### config.mk
export PLATFORM = sky130hd
export DESIGN_NAME = wb_regfile_flat
export DESIGN_NICKNAME = d
export VERILOG_FILES = /design/src/rtl/wb_regfile_pkg.sv /design/src/rtl/wb_regfile_if.sv /design/src/rtl/wb_regfile_hilo_reg.sv /design/src/rtl/wb_regfile.sv /design/src/flat_wrapper.sv
export SDC_FILE = /design/constraint.sdc
export NUM_CORES = 2
export LEC_CHECK = 0
export CAP_MARGIN = 20
export CORE_MARGIN = 10
export CORE_UTILIZATION = 30
export CTS_BUF_LIST = sky130_fd_sc_hd__clkbuf_8
export CTS_CLUSTER_DIAMETER = 50
export CTS_CLUSTER_SIZE = 10
export DETAILED_ROUTE_END_ITERATION = 6
export PLACE_DENSITY_LB_ADDON = 0.1
export SLEW_MARGIN = 20
export SYNTH_ARGS = -nofsm -noshare
export SYNTH_HDL_FRONTEND = slang
export SYNTH_SLANG_ARGS = --single-unit
### constraint.sdc
create_clock -name clk -period 7.3 [get_ports clk]
set_input_delay 1.46 -clock clk [delete_from_list [all_inputs] [get_ports clk]]
set_output_delay 1.46 -clock clk [all_outputs]
set_load 0.01 [all_outputs]
### src/rtl/wb_regfile_pkg.sv
// ---------------------------------------------------------------------------
// wb_regfile_pkg
// Shared constants for the write-back register file slice: bus and address
// widths, register count, and the named enable/reset levels used when
// comparing control inputs.
// ---------------------------------------------------------------------------
package wb_regfile_pkg;

  localparam int RegBus     = 32;
  localparam int RegAddrBus = 5;
  localparam int RegNum     = 32;
  localparam int RegNumLog2 = 5;

  localparam logic [RegBus-1:0]     ZeroWord   = '0;
  localparam logic [RegAddrBus-1:0] NOPRegAddr = '0;

  localparam logic WriteEnable  = 1'b1;
  localparam logic WriteDisable = 1'b0;
  localparam logic ReadEnable   = 1'b1;
  localparam logic ReadDisable  = 1'b0;
  localparam logic RstEnable    = 1'b1;

endpackage

### src/rtl/wb_regfile_if.sv
// ---------------------------------------------------------------------------
// wb_regfile_if
// Bundles the MEM/WB write-back signals together with the ID/EX read ports
// of the register file.
//   master : pipeline side (drives write bundle, read enables/addresses)
//   slave  : register file side (returns read data and HI/LO)
// ---------------------------------------------------------------------------
interface wb_regfile_if;
  import wb_regfile_pkg::*;

  logic [RegAddrBus-1:0] wb_wd;
  logic                  wb_wreg;
  logic [RegBus-1:0]     wb_wdata;
  logic                  wb_whilo;
  logic [RegBus-1:0]     wb_hi;
  logic [RegBus-1:0]     wb_lo;

  logic                  re1;
  logic [RegAddrBus-1:0] raddr1;
  logic [RegBus-1:0]     rdata1;
  logic                  re2;
  logic [RegAddrBus-1:0] raddr2;
  logic [RegBus-1:0]     rdata2;

  logic [RegBus-1:0]     hi_o;
  logic [RegBus-1:0]     lo_o;

  modport master (
    output wb_wd, wb_wreg, wb_wdata, wb_whilo, wb_hi, wb_lo,
    output re1, raddr1, re2, raddr2,
    input  rdata1, rdata2, hi_o, lo_o
  );

  modport slave (
    input  wb_wd, wb_wreg, wb_wdata, wb_whilo, wb_hi, wb_lo,
    input  re1, raddr1, re2, raddr2,
    output rdata1, rdata2, hi_o, lo_o
  );

endinterface

### src/rtl/wb_regfile_hilo_reg.sv
// ---------------------------------------------------------------------------
// hilo_reg
// HI/LO register pair. Both halves are written together on a clk edge when
// we=1; reset (synchronous, active-high) clears both.
// Ports: clk, rst, we, hi_i, lo_i (write side); hi_o, lo_o (current value).
// Macro WB_REGFILE_BYPASS_EN: when defined, a write presented this cycle is
// forwarded combinationally to hi_o/lo_o.
// ---------------------------------------------------------------------------
module hilo_reg
  import wb_regfile_pkg::*;
(
  input  logic              clk,
  input  logic              rst,
  input  logic              we,
  input  logic [RegBus-1:0] hi_i,
  input  logic [RegBus-1:0] lo_i,
  output logic [RegBus-1:0] hi_o,
  output logic [RegBus-1:0] lo_o
);

  logic [RegBus-1:0] hi_q, hi_d;
  logic [RegBus-1:0] lo_q, lo_d;

  always_comb begin
    hi_d = hi_q;
    lo_d = lo_q;
    if (rst == RstEnable) begin
      hi_d = ZeroWord;
      lo_d = ZeroWord;
    end else if (we == WriteEnable) begin
      hi_d = hi_i;
      lo_d = lo_i;
    end
  end

  always_ff @(posedge clk) begin
    hi_q <= hi_d;
    lo_q <= lo_d;
  end

  always_comb begin
    hi_o = hi_q;
    lo_o = lo_q;
    if (rst == RstEnable) begin
      hi_o = ZeroWord;
      lo_o = ZeroWord;
`ifdef WB_REGFILE_BYPASS_EN
    end else if (we == WriteEnable) begin
      hi_o = hi_i;
      lo_o = lo_i;
`endif
    end
  end

endmodule

### src/rtl/wb_regfile.sv
// ---------------------------------------------------------------------------
// wb_regfile
// Write-back end of the pipeline: commits the MEM/WB bundle into the 32x32
// GPR file and the HI/LO pair, and serves two combinational GPR read ports
// plus the HI/LO read port.
// Ports: clk, rst (synchronous, active-high), bus (wb_regfile_if.slave:
//   wb_wd/wb_wreg/wb_wdata, wb_whilo/wb_hi/wb_lo, re1/raddr1/rdata1,
//   re2/raddr2/rdata2, hi_o/lo_o).
// Macro WB_REGFILE_BYPASS_EN: when defined, a GPR or HI/LO write presented
// this cycle is forwarded to the read ports in the same cycle.
// ---------------------------------------------------------------------------
module wb_regfile
  import wb_regfile_pkg::*;
(
  input  logic         clk,
  input  logic         rst,
  wb_regfile_if.slave  bus
);

  logic [RegBus-1:0] gpr_q [RegNum];
  logic [RegBus-1:0] gpr_d [RegNum];

  logic byp1, byp2;

  // Priority: reset, r0, forwarded write, enabled stored read, disabled.
  function automatic logic [RegBus-1:0] read_port(
    input logic                  rst_i,
    input logic                  re,
    input logic [RegAddrBus-1:0] raddr,
    input logic                  byp,
    input logic [RegBus-1:0]     byp_data,
    input logic [RegBus-1:0]     stored
  );
    if (rst_i == RstEnable)       return ZeroWord;
    else if (raddr == NOPRegAddr) return ZeroWord;
    else if (byp)                 return byp_data;
    else if (re == ReadEnable)    return stored;
    else                          return ZeroWord;
  endfunction

  always_comb begin
    gpr_d = gpr_q;
    if (rst == RstEnable) begin
      for (int i = 0; i < RegNum; i++) gpr_d[i] = ZeroWord;
    end else if (bus.wb_wreg == WriteEnable && bus.wb_wd != NOPRegAddr) begin
      gpr_d[bus.wb_wd] = bus.wb_wdata;
    end
  end

  always_ff @(posedge clk) begin
    gpr_q <= gpr_d;
  end

`ifdef WB_REGFILE_BYPASS_EN
  always_comb begin
    byp1 = (bus.re1 == ReadEnable) && (bus.wb_wreg == WriteEnable) &&
           (bus.wb_wd == bus.raddr1);
    byp2 = (bus.re2 == ReadEnable) && (bus.wb_wreg == WriteEnable) &&
           (bus.wb_wd == bus.raddr2);
  end
`else
  always_comb begin
    byp1 = 1'b0;
    byp2 = 1'b0;
  end
`endif

  always_comb begin
    bus.rdata1 = read_port(rst, bus.re1, bus.raddr1, byp1, bus.wb_wdata,
                           gpr_q[bus.raddr1]);
    bus.rdata2 = read_port(rst, bus.re2, bus.raddr2, byp2, bus.wb_wdata,
                           gpr_q[bus.raddr2]);
  end

  hilo_reg u_hilo_reg (
    .clk  (clk),
    .rst  (rst),
    .we   (bus.wb_whilo),
    .hi_i (bus.wb_hi),
    .lo_i (bus.wb_lo),
    .hi_o (bus.hi_o),
    .lo_o (bus.lo_o)
  );

endmodule
### src/flat_wrapper.sv
// flat-port wrapper written by rule: the top's interface ports become plain ports
module wb_regfile_flat import wb_regfile_pkg::*;
  (clk, rst, bus_wb_wd, bus_wb_wreg, bus_wb_wdata, bus_wb_whilo, bus_wb_hi, bus_wb_lo, bus_re1, bus_raddr1, bus_re2, bus_raddr2, bus_rdata1, bus_rdata2, bus_hi_o, bus_lo_o);
  wb_regfile_if bus_i ();
  input  logic clk;
  input  logic rst;
  input wire logic [$bits(bus_i.wb_wd)-1:0] bus_wb_wd;
  input wire logic [$bits(bus_i.wb_wreg)-1:0] bus_wb_wreg;
  input wire logic [$bits(bus_i.wb_wdata)-1:0] bus_wb_wdata;
  input wire logic [$bits(bus_i.wb_whilo)-1:0] bus_wb_whilo;
  input wire logic [$bits(bus_i.wb_hi)-1:0] bus_wb_hi;
  input wire logic [$bits(bus_i.wb_lo)-1:0] bus_wb_lo;
  input wire logic [$bits(bus_i.re1)-1:0] bus_re1;
  input wire logic [$bits(bus_i.raddr1)-1:0] bus_raddr1;
  input wire logic [$bits(bus_i.re2)-1:0] bus_re2;
  input wire logic [$bits(bus_i.raddr2)-1:0] bus_raddr2;
  output wire logic [$bits(bus_i.rdata1)-1:0] bus_rdata1;
  output wire logic [$bits(bus_i.rdata2)-1:0] bus_rdata2;
  output wire logic [$bits(bus_i.hi_o)-1:0] bus_hi_o;
  output wire logic [$bits(bus_i.lo_o)-1:0] bus_lo_o;
  assign bus_i.wb_wd = bus_wb_wd;
  assign bus_i.wb_wreg = bus_wb_wreg;
  assign bus_i.wb_wdata = bus_wb_wdata;
  assign bus_i.wb_whilo = bus_wb_whilo;
  assign bus_i.wb_hi = bus_wb_hi;
  assign bus_i.wb_lo = bus_wb_lo;
  assign bus_i.re1 = bus_re1;
  assign bus_i.raddr1 = bus_raddr1;
  assign bus_i.re2 = bus_re2;
  assign bus_i.raddr2 = bus_raddr2;
  assign bus_rdata1 = bus_i.rdata1;
  assign bus_rdata2 = bus_i.rdata2;
  assign bus_hi_o = bus_i.hi_o;
  assign bus_lo_o = bus_i.lo_o;
  wb_regfile u_core (.clk(clk), .rst(rst), .bus(bus_i));
endmodule
==> flow_summary.json <==
{
  "final_cell_mix": "nand2_1 (2,022), dfxtp_1 (1,088), a21oi_1 (1,045)",
  "holdPathStages": 2,
  "yosys.area_share.simple_pct": 17.4,
  "power_uw": 13300,
  "critPathRequiredTime_ns": 5.84,
  "grt_first_pass_wirelength_mm": 382,
  "firstDrtPassIters": 7,
  "muxShareOfSynthArea_pct": 23.0,
  "cts_made_buffers": 162,
  "seqPwrFrac_pct": 45.2,
  "portBuffers": 244,
  "cp.arrival_ns": 4.97,
  "hpwl_mm": 164,
  "synthAdderAreaFrac_pct": 0,
  "whs_endpoint": "u_core.gpr_q[159]",
  "leakage_uw": 0.0212,
  "area_growth_pct": 15.0,
  "synthXorXnorAreaFrac_pct": 0,
  "insertion_delay_ns": 0.94,
  "max_stage_delay_ns": 0.96,
  "synth_compound_area_share_pct": 14.6,
  "synth_area_mm2": 0.0551,
  "final.setup.tns_ns": 0,
  "slew_headroom_pct": 20.0,
  "antenna_found_initial": 9,
  "die_x_um": 448,
  "finish.utilization_pct": 34.6,
  "ys_ff_latch": 1088,
  "synth_top_family_by_area": "multiplexers",
  "gp_congestion": 0.870,
  "htree_levels": 4,
  "multi_input_area_mm2": 0.0307,
  "post_cts_buffers": 0,
  "cts.sinks": 1088,
  "postSynth.asyncResetShare_pct": 0,
  "yosysTopAreaCell": "dfxtp_1",
  "cp-start-kind": "input pin",
  "num-nets-final": 6500,
  "finalHoldViolCount": 0,
  "die-area_mm2": 0.201,
  "antenna_left": 0,
  "grt_pass1_vias": 47700,
  "setup_viol": 0,
  "clockRootBuffer": "clkbuf_8",
  "first_iter_violations": 5314,
  "via_per_inst": 5.58,
  "rows": 157,
  "clock.fmax_ghz": 0.156,
  "core-area_mm2": 0.183,
  "avgSynthCellArea_um2": 8.52,
  "synth_edf_count": 0,
  "maxCapViolations": 0,
  "start_util_pct": 30.1,
  "p_per_area_mw_per_mm2": 211,
  "grt_usage_pct": 26.4,
  "critPathSlowestCell": "inv_1",
  "netlist.area_leader.share_pct": 39.6,
  "p_sw_uw": 3790,
  "power.internal_uw": 9560,
  "fp.dieH_um": 448,
  "p_clk_share_pct": 44.4,
  "synth_flop_cell": "dfxtp_1",
  "n_fill_cell": 18800,
  "tritoncts": "yes",
  "tightest_slew_ns": 1.20,
  "synth.top_cells.by_area": "dfxtp_1 (40%), nand2_1 (14%), mux4_2 (12%)",
  "crit_buf_inv": 4,
  "status": "complete, no violations",
  "r2r_setup_slack_ns": 6.49,
  "clockBufferDepth": 3,
  "end_kind": "output port",
  "syn_nets": 6577,
  "r2r_cells": 2,
  "yosysSeqAreaShare_pct": 39.6,
  "hold_slack_ns": 0.462,
  "worstReg2RegStart": "u_core.gpr_q[912]",
  "hp-start": "u_core.gpr_q[159]",
  "cp_top_family": "buffers and inverters",
  "peakVddDrop_uv": 133,
  "swShare_pct": 28.4,
  "synthCells": 6460,
  "grt_start_max_net_pins": 164,
  "timing.rr.end": "u_core.gpr_q[912]",
  "layout-drive-gt1-share_pct": 14.2,
  "fin_crit_sh_pct": 88.0,
  "p_comb_share_pct": 10.4,
  "worstHoldPathType": "reg2reg",
  "dpl.cell_count": 8683,
  "dr_total_vias": 50100,
  "yosys_warnings": 0,
  "final_cells": 8974,
  "cts.repair.resized": 0,
  "drv_slew": 0,
  "fin_skew_ns": 0,
  "route.detailed.drc": 0,
  "clk_pin_slew_ns": 0.06,
  "regArea_mm2": 0.0218,
  "routed_wl_mm": 275,
  "ys_types": 42,
  "crit_chain": "buf_8 > inv_1 > buf_4 > o21ai_0 > a32oi_1 > clkdlybuf4s50_1",
  "period_minus_slack_ns": 6.43,
  "grt_remaining_overflow": 0,
  "final_common_cell": "nand2_1",
  "path_max_fanout": 35,
  "wl_per_cell_um": 30.6,
  "io_pins": 245,
  "rsz0062_at_grt": "no",
  "holdBufCountCts": 0,
  "crit_type": "in2out"
}
[tightest hold or removal path: stages (launching register included)]
cell and delay, ns:
dfxtp_1 0.31, nand2_1 0.05, a21oi_1 0.05
[final cells by class]
class                           instances  share of cell area (%)
Antenna cell                            5                  0.0198
Clock buffer                          190                    4.13
Clock inverter                         96                    1.69
Inverter                                5                  0.0336
Multi-Input combinational cell       4703                    48.4
Sequential cell                      1088                    34.4
Tap cell                             2464                    4.87
Timing Repair Buffer                  423                    6.46
[kinds of logic (layout without fill, tap and decap cells)]
family / count (synthesis) / count (layout)
AO/OA/AOI/OAI: 1420 / 1420
buffers and inverters: 669 / 714
flip-flops: 1088 / 1088
multiplexers: 892 / 892
other: 0 / 5
AND/OR/NAND/NOR: 2391 / 2391
[metal layers]
metal / global-route usage, % / share of wire, % / wire (µm)
met5: 0 / 0.0047 / 13
met4: 11.6 / 4.8 / 13100
met3: 4.12 / 6.5 / 18000
met2: 43.2 / 47 / 130000
met1: 34.2 / 42 / 114000
[cells in the mapped netlist, drive strengths merged (2+ instances only)]
cell type	instances
nand4b	3
nor2	84
o211ai	16
and4b	3
a22oi	160
mux2	89
clkbuf	408
and2	22
inv	5
nor3	5
nand3	77
mux2i	513
a31oi	9
a21oi	1045
dfxtp	1088
a32oi	62
nand2b	27
nor2b	107
o21ai	62
a221oi	62
nand2	2053
mux4	290
nand4	2
buf	256
and4bb	3
[metrics by stage]
stage               setup slack [ns]  cell area [µm²]
detailed placement             0.890            59600
CTS                            0.892            63300
global route                   0.922            63300
floorplan                       2.94            55100
finish                         0.873            63300
global placement               0.865            59600
[power groups by stage]
| stage | Combinational, µW | Clock [µW] | Sequential [µW] |
|---|---|---|---|
| final | 1380 | 5930 | 6030 |
| after global routing | 1430 | 6290 | 6040 |
| after CTS | 1380 | 6050 | 6030 |
| after detailed placement | 1380 | 0 | 6170 |
| after global placement | 1370 | 0 | 6170 |
| after floorplan | 766 | 0 | 6160 |
[worst max-delay path by stage]
| stage | from | end | slack (ns) | depth (start not counted) |
|---|---|---|---|---|
| after global placement | bus_raddr2[0] | bus_rdata2[18] | 0.87 | 6 |
| after global routing | bus_raddr2[0] | bus_rdata2[18] | 0.92 | 6 |
| after detailed placement | bus_raddr2[0] | bus_rdata2[18] | 0.89 | 6 |
| after floorplan | bus_raddr1[0] | bus_rdata1[26] | 2.94 | 6 |
| after CTS | bus_raddr2[0] | bus_rdata2[18] | 0.89 | 6 |
| final | bus_raddr2[0] | bus_rdata2[18] | 0.87 | 6 |
[registers in the layout (all words and copies together) (netlist names)]
signal / count
u_core.u_hilo_reg.hi_q: 32
u_core.gpr_q: 1024
u_core.u_hilo_reg.lo_q: 32
No activity file was read; power rests on OpenSTA's default activity.
